`src/rtl/opti_sos_ctrl.sv`:
```
// Sample sequencer and double-buffered coefficient manager for one opti_sos biquad.
// Issues one sample at a time and waits for its result, with a watchdog on the section.
module opti_sos_ctrl #(
    parameter int          DW       = 24,
    parameter int          CW       = 24,
    parameter logic [CW-1:0] COEF_ONE = CW'(24'h400000),
    parameter int          TIMEOUT  = 64
) (
    input  logic          clk,
    input  logic          rst_n,
    input  logic [DW-1:0] s_data,
    input  logic          s_valid,
    output logic          s_ready,
    output logic [DW-1:0] m_data,
    output logic          m_valid,
    input  logic          m_ready,
    output logic [DW-1:0] sec_data_in,
    output logic          sec_valid_in,
    input  logic [DW-1:0] sec_data_out,
    input  logic          sec_valid_out,
    output logic [CW-1:0] sec_b0,
    output logic [CW-1:0] sec_b1,
    output logic [CW-1:0] sec_b2,
    output logic [CW-1:0] sec_a1,
    output logic [CW-1:0] sec_a2,
    input  logic          cfg_we,
    input  logic [2:0]    cfg_addr,
    input  logic [CW-1:0] cfg_wdata,
    input  logic          cfg_commit,
    output logic          cfg_pending,
    output logic          busy,
    output logic          timeout_err,
    input  logic          err_clr
);

    localparam int CNTW = $clog2(TIMEOUT) + 1;

    typedef enum logic [1:0] {
        IDLE,
        ISSUE,
        WAIT
    } state_t;

    state_t          state;
    state_t          state_nx;
    logic [CNTW-1:0] cnt;
    logic [CW-1:0]   shd_q [5];
    logic [CW-1:0]   act_q [5];

    logic accept;
    logic swap;
    logic resp;
    logic tmo;

    assign s_ready      = (state == IDLE) && !m_valid && !cfg_pending;
    assign accept       = s_valid && s_ready;
    assign swap         = (state == IDLE) && cfg_pending;
    assign resp         = (state == WAIT) && sec_valid_out;
    assign tmo          = (state == WAIT) && !sec_valid_out
                          && (cnt == CNTW'(TIMEOUT - 1));
    assign sec_valid_in = (state == ISSUE);
    assign busy         = (state != IDLE);

    assign sec_b0 = act_q[0];
    assign sec_b1 = act_q[1];
    assign sec_b2 = act_q[2];
    assign sec_a1 = act_q[3];
    assign sec_a2 = act_q[4];

    always_comb begin
        state_nx = state;
        unique case (state)
            IDLE:    if (accept) state_nx = ISSUE;
            ISSUE:   state_nx = WAIT;
            WAIT:    if (resp || tmo) state_nx = IDLE;
            default: state_nx = IDLE;
        endcase
    end

    always_ff @(posedge clk or negedge rst_n) begin
        if (!rst_n) begin
            state <= IDLE;
        end else begin
            state <= state_nx;
        end
    end

    // Watchdog counter saturates instead of wrapping
    always_ff @(posedge clk or negedge rst_n) begin
        if (!rst_n) begin
            cnt <= '0;
        end else if (state == ISSUE) begin
            cnt <= '0;
        end else if (state == WAIT && cnt != '1) begin
            cnt <= cnt + 1'b1;
        end
    end

    always_ff @(posedge clk or negedge rst_n) begin
        if (!rst_n) begin
            sec_data_in <= '0;
            m_data      <= '0;
            m_valid     <= 1'b0;
        end else begin
            if (accept) sec_data_in <= s_data;
            if (resp) begin
                m_data  <= sec_data_out;
                m_valid <= 1'b1;
            end else if (m_valid && m_ready) begin
                m_valid <= 1'b0;
            end
        end
    end

    always_ff @(posedge clk or negedge rst_n) begin
        if (!rst_n) begin
            timeout_err <= 1'b0;
        end else if (tmo) begin
            timeout_err <= 1'b1;
        end else if (err_clr) begin
            timeout_err <= 1'b0;
        end
    end

    // Active copies the pre-write shadow; a commit during the swap re-arms it
    always_ff @(posedge clk or negedge rst_n) begin
        if (!rst_n) begin
            for (int i = 0; i < 5; i++) begin
                shd_q[i] <= (i == 0) ? COEF_ONE : '0;
                act_q[i] <= (i == 0) ? COEF_ONE : '0;
            end
            cfg_pending <= 1'b0;
        end else begin
            for (int i = 0; i < 5; i++) begin
                if (cfg_we && cfg_addr == 3'(i)) shd_q[i] <= cfg_wdata;
                if (swap) act_q[i] <= shd_q[i];
            end
            if (swap) begin
                cfg_pending <= cfg_commit;
            end else if (cfg_commit) begin
                cfg_pending <= 1'b1;
            end
        end
    end

endmodule

```
`config.mk`:
```
export PLATFORM = sky130hd
export DESIGN_NAME = opti_sos_ctrl
export DESIGN_NICKNAME = d
export VERILOG_FILES = /design/src/rtl/opti_sos_ctrl.sv
export SDC_FILE = /design/constraint.sdc
export NUM_CORES = 1
export LEC_CHECK = 0
export CAP_MARGIN = 20
export CORE_ASPECT_RATIO = 1.5
export CORE_MARGIN = 4
export CORE_UTILIZATION = 45
export DETAILED_ROUTE_END_ITERATION = 10
export PLACE_DENSITY = 0.79
export RECOVER_POWER = 50
export SYNTH_ARGS = -nofsm -noshare
export SYNTH_HDL_FRONTEND = slang
export SYNTH_SLANG_ARGS = --single-unit
```
`constraint.sdc`:
```
create_clock -name clk -period 1.6 [get_ports clk]
set_input_delay 0.16 -clock clk [delete_from_list [all_inputs] [get_ports clk]]
set_output_delay 0.16 -clock clk [all_outputs]
set_load 0.02 [all_outputs]
```
==> results.yml <==
outcome:
  status: "finished with violations"
  violations: "negative setup slack"
sta:
  final_max_slew_viol_count: 0
  rsz0062_at_grt: "true"
  max_clock_freq_ghz: 0.5799
  skew_ps: 7.508
  period_share_pct: 107.8
  period_needed_ps: 1724
  worst_pin_slew_ps: 982.7
  finalHoldViolCount: 0
  slew-limit-headroom_pct: 34.48
  setup_viol: 120
  timing.final.ws_setup_ps: -124.3
critical_path:
  cp-start-kind: "register"
  r2r_cells: 5
  worstPathArrival_ps: 2140
  crit_fanout: 10
  r2r_slack_ps: -120
  endpoint_kind: "register"
  critical_path_class: "reg -> reg"
  required_ps: 2020
  rr_endpoint: "sec_a1[20]$_DFFE_PN0P_"
  r2r-start: "state[0]$_DFFE_PN0P_"
drt:
  antenna_left: 0
  wl_per_cell_um: 20.90
  vias: 6791
  drc: 0
  routed_wl_um: 27860
  drtIter0Drc: 229
  vias_per_cell: 5.095
  drt_first_pass_iters: 4
synthesis:
  yosysTopAreaCellShare_pct: 65.10
  ys_ff_latch: 300
  synth_top_area_cell: "dfrtp_1"
  synth_cells: 675
  synthFlopType: "dfrtp_1"
  ys_async_sr_fraction_pct: 100.0
  syn_area_um2: 11450
  syn_nets: 759
  syn_avg_cell_area_um2: 16.97
  synth_area_leaders: "dfrtp_1, mux2_2, mux2_4"
  ys_seq_area_share_pct: 65.56
  yosysUniqueCellTypes: 43
  synth-edff-count: 0
  yosysWarnings: 0
clocking:
  worstSkewPairLatency_ps: 530
  cts_tree: "built"
  htree_levels: 1
  clock_path_buffers: 3
  cts_sinks: 300
  cts_made_buffers: 28
  clkSlewWorstSetupHoldPaths_ps: 70
  clock-root-buffer: "clkbuf_16"
job:
  cap_violations: 0
die:
  core_um2: 25050
  pin_count: 257
  rows: 71
  die_h_um: 203.4
  floorplan.initialDensity_pct: 45.72
  dieArea_um2: 28120
  fp.dieW_um: 138.3
global_routing:
  antenna_found_initial: 0
  grt_max_degree: 59
  grt_pass1_wl_um: 43000
  grt_pass1_vias: 7413
  grtUsageTotal_pct: 19.22
  overflow: 0
placed_design:
  pre_cts_ws_ps: -283.9
  hpwlAfterDp_um: 18290
  io_buffers: 256
  postPlaceCellArea_um2: 14710
  routabilityCongestion: 0.7954
power_and_ir_drop:
  leakage_nw: 7.595
  p_per_area_nw_per_um2: 2058
  peakVddDrop_uv: 1331
  p_total_mw: 33.22
layout:
  design_area_um2: 16140
  diodes: 0
  nFillCells: 1828
  layout_common_cells: "dfrtp_1, mux2_2, dlygate4sd2_1, mux2_4, clkdlybuf4s50_1"
  area_growth_pct: 40.93
  drive_above_1_share_pct: 40.90
  final_common_cell: "dfrtp_1"
  final_nets: 1067
min_path:
  hold_class: "in -> reg"
  worstHoldEndpoint: "cfg_pending$_DFFE_PN0P_"
  holdPathStages: 2
  hold_start: "cfg_commit"
[where the power goes]
group	internal (mW)	total (mW)	leakage, nW	switching [mW]
combinational	7.37	13.9	3.50	6.55
sequential	10.5	12.2	3.61	1.65
clock	4.24	7.15	0.485	2.91
[final cells by class]
type	instances	area, um^2	area share (%)
clock buffers	34	764.5	4.736
repair buffers	309	3136	19.42
multi-input cells	339	4064	25.17
inverters	5	18.77	0.1163
well taps	328	410.4	2.542
flip-flops and latches	300	7511	46.53
clock inverters	18	239.0	1.480
[per-stage QoR]
step,utilization (%),hold WS [ps],TNS [ps],cells
floorplan,-,-135.6,-922.9,675
detailed placement,58.71,73.47,-27790,1266
finish,64.44,186.2,-5774,1333
CTS,63.56,90.26,-7633,1329
global route,64.44,172.7,-14420,1333
global placement,58.71,70.00,-22780,1266
[routing by layer]
layer  part of all wire, %  GRT usage, %  vias up
met1                    39         22.89     3573
met3                   4.3         3.425       44
met2                    54         35.53      158
met4                   2.7         5.650        0
li1                      -             -     3016
met5                     0             0        -
[critical path: stages, from the launching register on]
cell and delay (ps):
dfrtp_1 380, or2_4 290, nor2_4 160, buf_12 180, bufbuf_16 270, mux2_2 320
[worst max path at each step]
stage               slack [ps]                  from                     endpoint
CTS                       -180  state[1]$_DFFE_PN0P_        sec_b0[6]$_DFFE_PN0P_
global placement          -240           cfg_addr[1]        shd_q[83]$_DFFE_PN0P_
global route              -180  state[1]$_DFFE_PN0P_                      s_ready
floorplan                  -50  state[1]$_DFFE_PN0P_  sec_data_in[12]$_DFFE_PN0P_
detailed placement        -280           cfg_addr[0]        shd_q[64]$_DFFE_PN0P_
finish                    -120  state[0]$_DFFE_PN0P_       sec_a1[20]$_DFFE_PN0P_
[flip-flops by register name (all words and copies together) (netlist names)]
| register | count |
|---|---|
| sec_b1 | 24 |
| state | 2 |
| sec_a2 | 24 |
| sec_data_in | 24 |
| shd_q | 120 |
| sec_a1 | 24 |
| m_data | 24 |
| cnt | 7 |
| sec_b2 | 24 |
| cfg_pending | 1 |
| sec_b0 | 24 |
| timeout_err | 1 |
| m_valid | 1 |
[cell usage after synthesis (2+ instances only)]
master,count
a21o_1,2
a21oi_1,3
buf_2,9
buf_4,9
buf_6,12
dfrtp_1,298
dfstp_2,2
inv_1,5
mux2_2,268
mux2_4,19
nand2_1,6
nand2b_1,2
nand3_1,2
nand4_1,2
nor2_1,4
nor4bb_1,2
o21ai_0,4
[cells by family after synthesis]
| logic type | share of synthesized area [%] |
|---|---|
| simple gates | 2.021 |
| flops | 65.56 |
| buf+inv | 2.359 |
| compound gates | 1.016 |
| fa+ha+maj | 0.1092 |
| mux | 28.93 |
[timing repair]
item | in CTS | in global routing
endpoints found under the hold margin | 298 | 0
pin swaps | 2 | 3
gates cloned | 6 | 3
endpoints found under the setup margin | 290 | 152
resized for setup | 245 | 53
buffers inserted | 4 | 4
hold buffers | 1 | 0
(Power assumes the default switching activity.)
